`config.mk`:
```
export PLATFORM = sky130hd
export DESIGN_NAME = mul_share_sched
export DESIGN_NICKNAME = d
export VERILOG_FILES = /design/src/rtl/mul_share_pkg.sv /design/src/rtl/mul_iter_dp.sv /design/src/rtl/mul_share_sched.sv
export SDC_FILE = /design/constraint.sdc
export NUM_CORES = 1
export LEC_CHECK = 0
export BUFFER_PORTS_ARGS = -buffer_cell sky130_fd_sc_hd__clkbuf_2
export CORE_MARGIN = 2
export CORE_UTILIZATION = 51
export CTS_CLUSTER_DIAMETER = 80
export DETAILED_ROUTE_END_ITERATION = 6
export PLACE_DENSITY = 0.79
export SETUP_SLACK_MARGIN = 0.15
export SLEW_MARGIN = 20
export SYNTH_ARGS = -nofsm -noshare
export SYNTH_HDL_FRONTEND = slang
export SYNTH_HIERARCHICAL = 1
export SYNTH_SLANG_ARGS = --single-unit
```
`constraint.sdc`:
```
create_clock -name clk -period 2.95 [get_ports clk]
set_clock_uncertainty 0.2 [all_clocks]
set_input_delay 0.1475 -clock clk [delete_from_list [all_inputs] [get_ports clk]]
set_output_delay 0.1475 -clock clk [all_outputs]
set_load 0.05 [all_outputs]
```
`src/rtl/mul_share_pkg.sv`:
```
// Shared definitions for the two-port shared shift-add multiplier.
// Holds the scheduler state encoding, default operand width and port ids.
// Imported by mul_iter_dp and mul_share_sched.
package mul_share_pkg;

  // Default operand/result width of the shared multiplier.
  localparam int WIDTH_DEF = 32;

  // Requester identifiers; also the encoding of res_id and rr_last.
  localparam logic PORT0 = 1'b0;
  localparam logic PORT1 = 1'b1;

  // Scheduler states: waiting for a request, iterating, presenting result.
  typedef enum logic [1:0] {
    IDLE = 2'd0,
    BUSY = 2'd1,
    DONE = 2'd2
  } state_t;

endpackage

```
`src/rtl/mul_iter_dp.sv`:
```
// Iterative shift-add multiply datapath: one partial product per step.
// Ports: clk/rst; load latches operands, clears acc, sets cnt=WIDTH;
//        step performs one add/shift; acc is the running product; last flags the final step.
module mul_iter_dp
  import mul_share_pkg::*;
#(
  parameter int WIDTH = WIDTH_DEF,
  parameter int CNT_W = 6
) (
  input  logic             clk,
  input  logic             rst,
  input  logic             load,
  input  logic             step,
  input  logic [WIDTH-1:0] op_a,
  input  logic [WIDTH-1:0] op_b,
  output logic [WIDTH-1:0] acc,
  output logic             last
);

  logic [WIDTH-1:0] a_q;
  logic [WIDTH-1:0] b_q;
  logic [WIDTH-1:0] acc_q;
  logic [CNT_W-1:0] cnt_q;

  always_ff @(posedge clk) begin
    if (rst) begin
      a_q   <= '0;
      b_q   <= '0;
      acc_q <= '0;
      cnt_q <= '0;
    end else if (load) begin
      a_q   <= op_a;
      b_q   <= op_b;
      acc_q <= '0;
      cnt_q <= CNT_W'(WIDTH);
    end else if (step) begin
      // Add the shifted multiplicand when the current multiplier bit is set;
      // carries out of the top bit are dropped, giving the modulo product.
      if (b_q[0]) begin
        acc_q <= acc_q + a_q;
      end
      a_q   <= a_q << 1;
      b_q   <= b_q >> 1;
      cnt_q <= cnt_q - 1'b1;
    end
  end

  assign acc  = acc_q;
  // The step taken while cnt==1 is the final one; cnt hits 0 at that edge.
  assign last = (cnt_q == CNT_W'(1));

endmodule

```
`src/rtl/mul_share_sched.sv`:
```
// Round-robin scheduler sharing one iterative multiplier between two requesters.
// Ports: inN_valid/inN_ready/inN_a/inN_b per requester; res_valid pulse with res/res_id;
//        busy high from acceptance through the result cycle. Result has no backpressure.
module mul_share_sched
  import mul_share_pkg::*;
#(
  parameter int WIDTH = WIDTH_DEF,
  parameter int CNT_W = 6
) (
  input  logic             clk,
  input  logic             rst,
  input  logic             in0_valid,
  output logic             in0_ready,
  input  logic [WIDTH-1:0] in0_a,
  input  logic [WIDTH-1:0] in0_b,
  input  logic             in1_valid,
  output logic             in1_ready,
  input  logic [WIDTH-1:0] in1_a,
  input  logic [WIDTH-1:0] in1_b,
  output logic             res_valid,
  output logic             res_id,
  output logic [WIDTH-1:0] res,
  output logic             busy
);

  state_t           state;
  logic             rr_last;
  logic             id_q;
  logic [WIDTH-1:0] res_hold;
  logic             res_id_hold;

  logic             gnt0;
  logic             gnt1;
  logic             accept;
  logic [WIDTH-1:0] sel_a;
  logic [WIDTH-1:0] sel_b;
  logic [WIDTH-1:0] dp_acc;
  logic             dp_last;

  // Grant only in IDLE. On contention the port that was not served last wins.
  // rst masks the grant so a request coinciding with reset is not taken.
  always_comb begin
    gnt0 = 1'b0;
    gnt1 = 1'b0;
    if (state == IDLE && !rst) begin
      if (in0_valid && in1_valid) begin
        if (rr_last == PORT1) begin
          gnt0 = 1'b1;
        end else begin
          gnt1 = 1'b1;
        end
      end else if (in0_valid) begin
        gnt0 = 1'b1;
      end else if (in1_valid) begin
        gnt1 = 1'b1;
      end
    end
  end

  assign in0_ready = gnt0;
  assign in1_ready = gnt1;
  assign accept    = gnt0 | gnt1;
  assign sel_a     = gnt1 ? in1_a : in0_a;
  assign sel_b     = gnt1 ? in1_b : in0_b;

  mul_iter_dp #(
    .WIDTH (WIDTH),
    .CNT_W (CNT_W)
  ) u_dp (
    .clk  (clk),
    .rst  (rst),
    .load (accept),
    .step (state == BUSY),
    .op_a (sel_a),
    .op_b (sel_b),
    .acc  (dp_acc),
    .last (dp_last)
  );

  always_ff @(posedge clk) begin
    if (rst) begin
      state       <= IDLE;
      rr_last     <= PORT1;
      id_q        <= PORT0;
      res_hold    <= '0;
      res_id_hold <= PORT0;
    end else begin
      case (state)
        IDLE: begin
          if (accept) begin
            id_q    <= gnt1;
            rr_last <= gnt1;
            state   <= BUSY;
          end
        end
        BUSY: begin
          if (dp_last) begin
            state <= DONE;
          end
        end
        DONE: begin
          // Keep the result visible after the pulse; acc is cleared on the next load.
          res_hold    <= dp_acc;
          res_id_hold <= id_q;
          state       <= IDLE;
        end
        default: begin
          state <= IDLE;
        end
      endcase
    end
  end

  assign res_valid = (state == DONE);
  assign busy      = (state != IDLE);
  assign res       = res_valid ? dp_acc : res_hold;
  assign res_id    = res_valid ? id_q : res_id_hold;

endmodule

```
==> flow_summary_export.csv <==
group,metric,value,unit
clock_network,cts.path.max_buffers,2,
worst_setup_path,startpoint_type,"register",
sta,fmaxAchievable,352,MHz
yosys,yosysTopAreaCell,"dfxtp_1",
yosys,yosys-top-cells-count,"nor2_1 (153), dfxtp_1 (139), a21oi_1 (115), nand2_1 (78), mux2_4 (67)",
routing,drt_wl_total,25.8,mm
worst_setup_path,worstPathRequired,3070,ps
cells_and_area,post-route-util,72.4,%
yosys,ys.flop_type,"dfxtp_1",
yosys,synthArstFlopShare,0,%
routing,avgViaCountPerCell,5.45,
min_path,hold_path_startpoint,"u_dp/acc[9]",
global_routing,antenna_found_initial,0,
clock_network,h-tree-depth,4,
outcome,status,"finished clean",
yosys,yosysSeqAreaShare,33.0,%
min_path,hp-class,"reg2reg",
worst_setup_path,crit_top_cell,"a21oi_2",
min_path,holdPathStages,2,
yosys,synth.area.top_cells,"dfxtp_1 (33%), mux2_4 (12%), mux2i_1 (7.5%)",
worst_setup_path,crit_fanout,2,
clock_network,numCtsBuffers,17,
yosys,synthDistinctLibCells,64,
routing,ant_nets,0,
yosys,yosysWarnings,6,
routing,num_vias,8063,
worst_setup_path,crit_slowest_cell,"dfxtp_2",
worst_setup_path,path_delay_family,"compound AO/OA/AOI/OAI gates",
worst_setup_path,cp-end-kind,"register",
worst_setup_path,r2r_start,"u_dp/acc[0]",
cells_and_area,multi_input_area,5630,µm²
min_path,hold_end,"u_dp/acc[9]",
yosys,netlist.area_leader.share,33.0,%
yosys,synth_edf_count,0,
global_routing,grt_pass1_vias,8258,
yosys,syn_area_per_cell,8.94,µm²
clock_network,root_buffer,"clkbuf_16",
sta,slew_headroom,47.1,%
cells_and_area,n_fill_cell,1151,
placement,numPortBuffers,168,
worst_setup_path,path_cells,"ha_4, fa_2, a211oi_2, o21bai_1, a21oi_2, o211ai_2, a211oi_4, o21bai_2, buf_4, buf_6, xor2_2, nand2_1, a21oi_2",
sta,setup_violations,0,
clock_network,cts_tree,"yes",
clock_network,clkLatencyLatePin,440,ps
worst_setup_path,r2r_cells,13,
floorplan,core_area,16300,µm²
cells_and_area,register_area,2790,µm²
floorplan,initial_core_util,51.6,%
sta,fin_crit_sh,96.2,%
global_routing,grt_first_pass_wirelength,39.3,mm
power_and_ir_drop,p_leak,0.00534,µW
worst_setup_path,rrSetupSlack,110,ps
worst_setup_path,cp.arrival,2960,ps
power_and_ir_drop,vdd_drop_max,472,µV
sta,rsz0062_at_grt,"yes",
sta,tightest_slew,794,ps
floorplan,io_pins,169,
sta,whs,277,ps
routing,firstDrtPassIters,5,
cells_and_area,area_growth,40.2,%
power_and_ir_drop,power_density,432,nW/µm²
yosys,ys_seq_elements,139,
sta,maxSlewViolCount,0,
floorplan,dieArea,17600,µm²
worst_setup_path,cp.buffers_inverters,2,
routing,drt_iter0_drc,495,
yosys,synth_nets,1110,
routing,drcViolationCount,0,
job,cap_viol_max_count,0,
cells_and_area,layout-drive-gt1-share,32.3,%
clock_network,clk_pin_slew,60,ps
floorplan,fp.dieW,133,µm
worst_setup_path,slowest_delay,340,ps
sta,min_period,2840,ps
yosys,yosysMostFrequentCell,"nor2_1",
sta,final_hold_viol_count,0,
cells_and_area,fin_nets,1413,
yosys,syn_area,8440,µm²
global_routing,overflow,0,
floorplan,num_rows,47,
routing,routedWlPerCell,17.4,µm
worst_setup_path,crit_type,"reg2reg",
worst_setup_path,rr_endpoint,"u_dp/acc[24]",
floorplan,die_y,133,µm
placement,gp_congestion,0.926,
global_routing,grt_max_degree,130,
global_routing,grtUsageTotal,27.7,%
placement,dp_hpwl,13.9,mm
clock_network,cts_sinks,139,
power_and_ir_drop,power,5110,µW
yosys,syn_inst,944,
-- kinds of logic after synthesis --
family	count (synthesis)	synth area share (%)
simple gates	319	17.2
compound gates	192	14.1
mux	160	23.4
flops	139	33.0
buf+inv	69	3.90
fa+ha+maj	34	5.13
xor+xnor	31	3.22
-- report_power, final --
part	switching, µW	internal, µW
Sequential	68.1	1960
Combinational	461	505
Clock	882	1240
-- stage by stage --
step / worst slack (ps) / TNS, ps / area [µm²] / instances
5_1_grt: -24.5 / -24.5 / 11800 / 1479
2_1_floorplan: 171 / 0 / 8440 / 944
4_1_cts: 137 / 0 / 11500 / 1466
3_5_place_dp: 26.9 / 0 / 9480 / 1297
3_3_place_gp: 63.2 / 0 / 9480 / 1297
6_report: 111 / 0 / 11800 / 1480
-- state kept, by name, indices dropped and copies added (netlist names) --
signal	cells
res_hold	32
u_dp/a_q	32
u_dp/acc	32
u_dp/b_q	32
u_dp/cnt_q	6
state	2
id_q	1
res_id_hold	1
rr_last	1
-- cells in the final DEF (no fill, tap or decap), types with 4 or more instances in the layout --
cell           netlist  layout
clkbuf_2             0     167
nor2_1             153     153
dlygate4sd3_1        0     132
dfxtp_1            139     131
a21oi_1            115     109
nand2_1             78      78
mux2_4              67      67
mux2i_1             63      63
and2_1              35      35
buf_4                1      34
mux2_2              30      30
ha_1                33      19
clkbuf_16            0      18
xnor2_1             18      18
inv_1               13      13
o21ai_0             14      13
xor2_1              13      12
a21o_1              10      10
ha_4                 0      10
nand3_1             10       8
o21ai_1             10       8
dfxtp_2              0       8
nor3_1               8       7
clkinvlp_4           0       7
o211ai_1             5       5
a21oi_2              1       5
a211oi_1             6       5
buf_6                8       4
nand2b_1             4       4
and3_4               3       4
nor2b_1              7       4
ha_2                 0       4
-- what timing repair did --
action	in CTS	in global routing
hold buffers	132	0
endpoints found under the setup margin	5	72
setup buffers	6	11
gates resized for setup	12	47
gates cloned	0	2
pin swaps	11	25
endpoints found under the hold margin	67	0
-- layer usage --
layer | vias up | GRT usage [%] | wire (µm)
met3 | 69 | 6.48 | 1410
met5 | - | 0 | 0
met4 | 0 | 11.9 | 790
met2 | 315 | 49.5 | 13100
met1 | 3798 | 31.6 | 10500
li1 | 3881 | - | -
-- worst reg2reg max path, stage by stage, from the launching register on --
cell	delay, ps
dfxtp_2	340
ha_4	160
fa_2	340
a211oi_2	250
o21bai_1	130
a21oi_2	210
o211ai_2	140
a211oi_4	300
o21bai_2	120
buf_4	150
buf_6	110
xor2_2	140
nand2_1	100
a21oi_2	50
-- area by class of cell --
type | instances | share of cell area [%]
clock buffer | 17 | 3.60
tap | 220 | 2.33
antenna | 1 | 0.0211
clock inverter | 14 | 1.26
sequential | 139 | 23.6
timing repair buffer | 340 | 21.2
inverter | 13 | 0.412
multi-input combinational | 736 | 47.6
-- worst max-delay path by stage --
stage           startpoint      endpoint  slack [ps]  depth (start not counted)
2_1_floorplan  u_dp/acc[0]  u_dp/acc[28]         170                         11
5_1_grt        u_dp/a_q[0]  u_dp/acc[28]         -20                         11
3_3_place_gp   u_dp/acc[0]  u_dp/acc[28]          60                         11
3_5_place_dp   u_dp/acc[0]  u_dp/acc[28]          30                         11
4_1_cts        u_dp/a_q[0]  u_dp/acc[28]         140                         11
6_report       u_dp/acc[0]  u_dp/acc[24]         110                         13
Note: power is estimated with default switching activity, not from simulation.
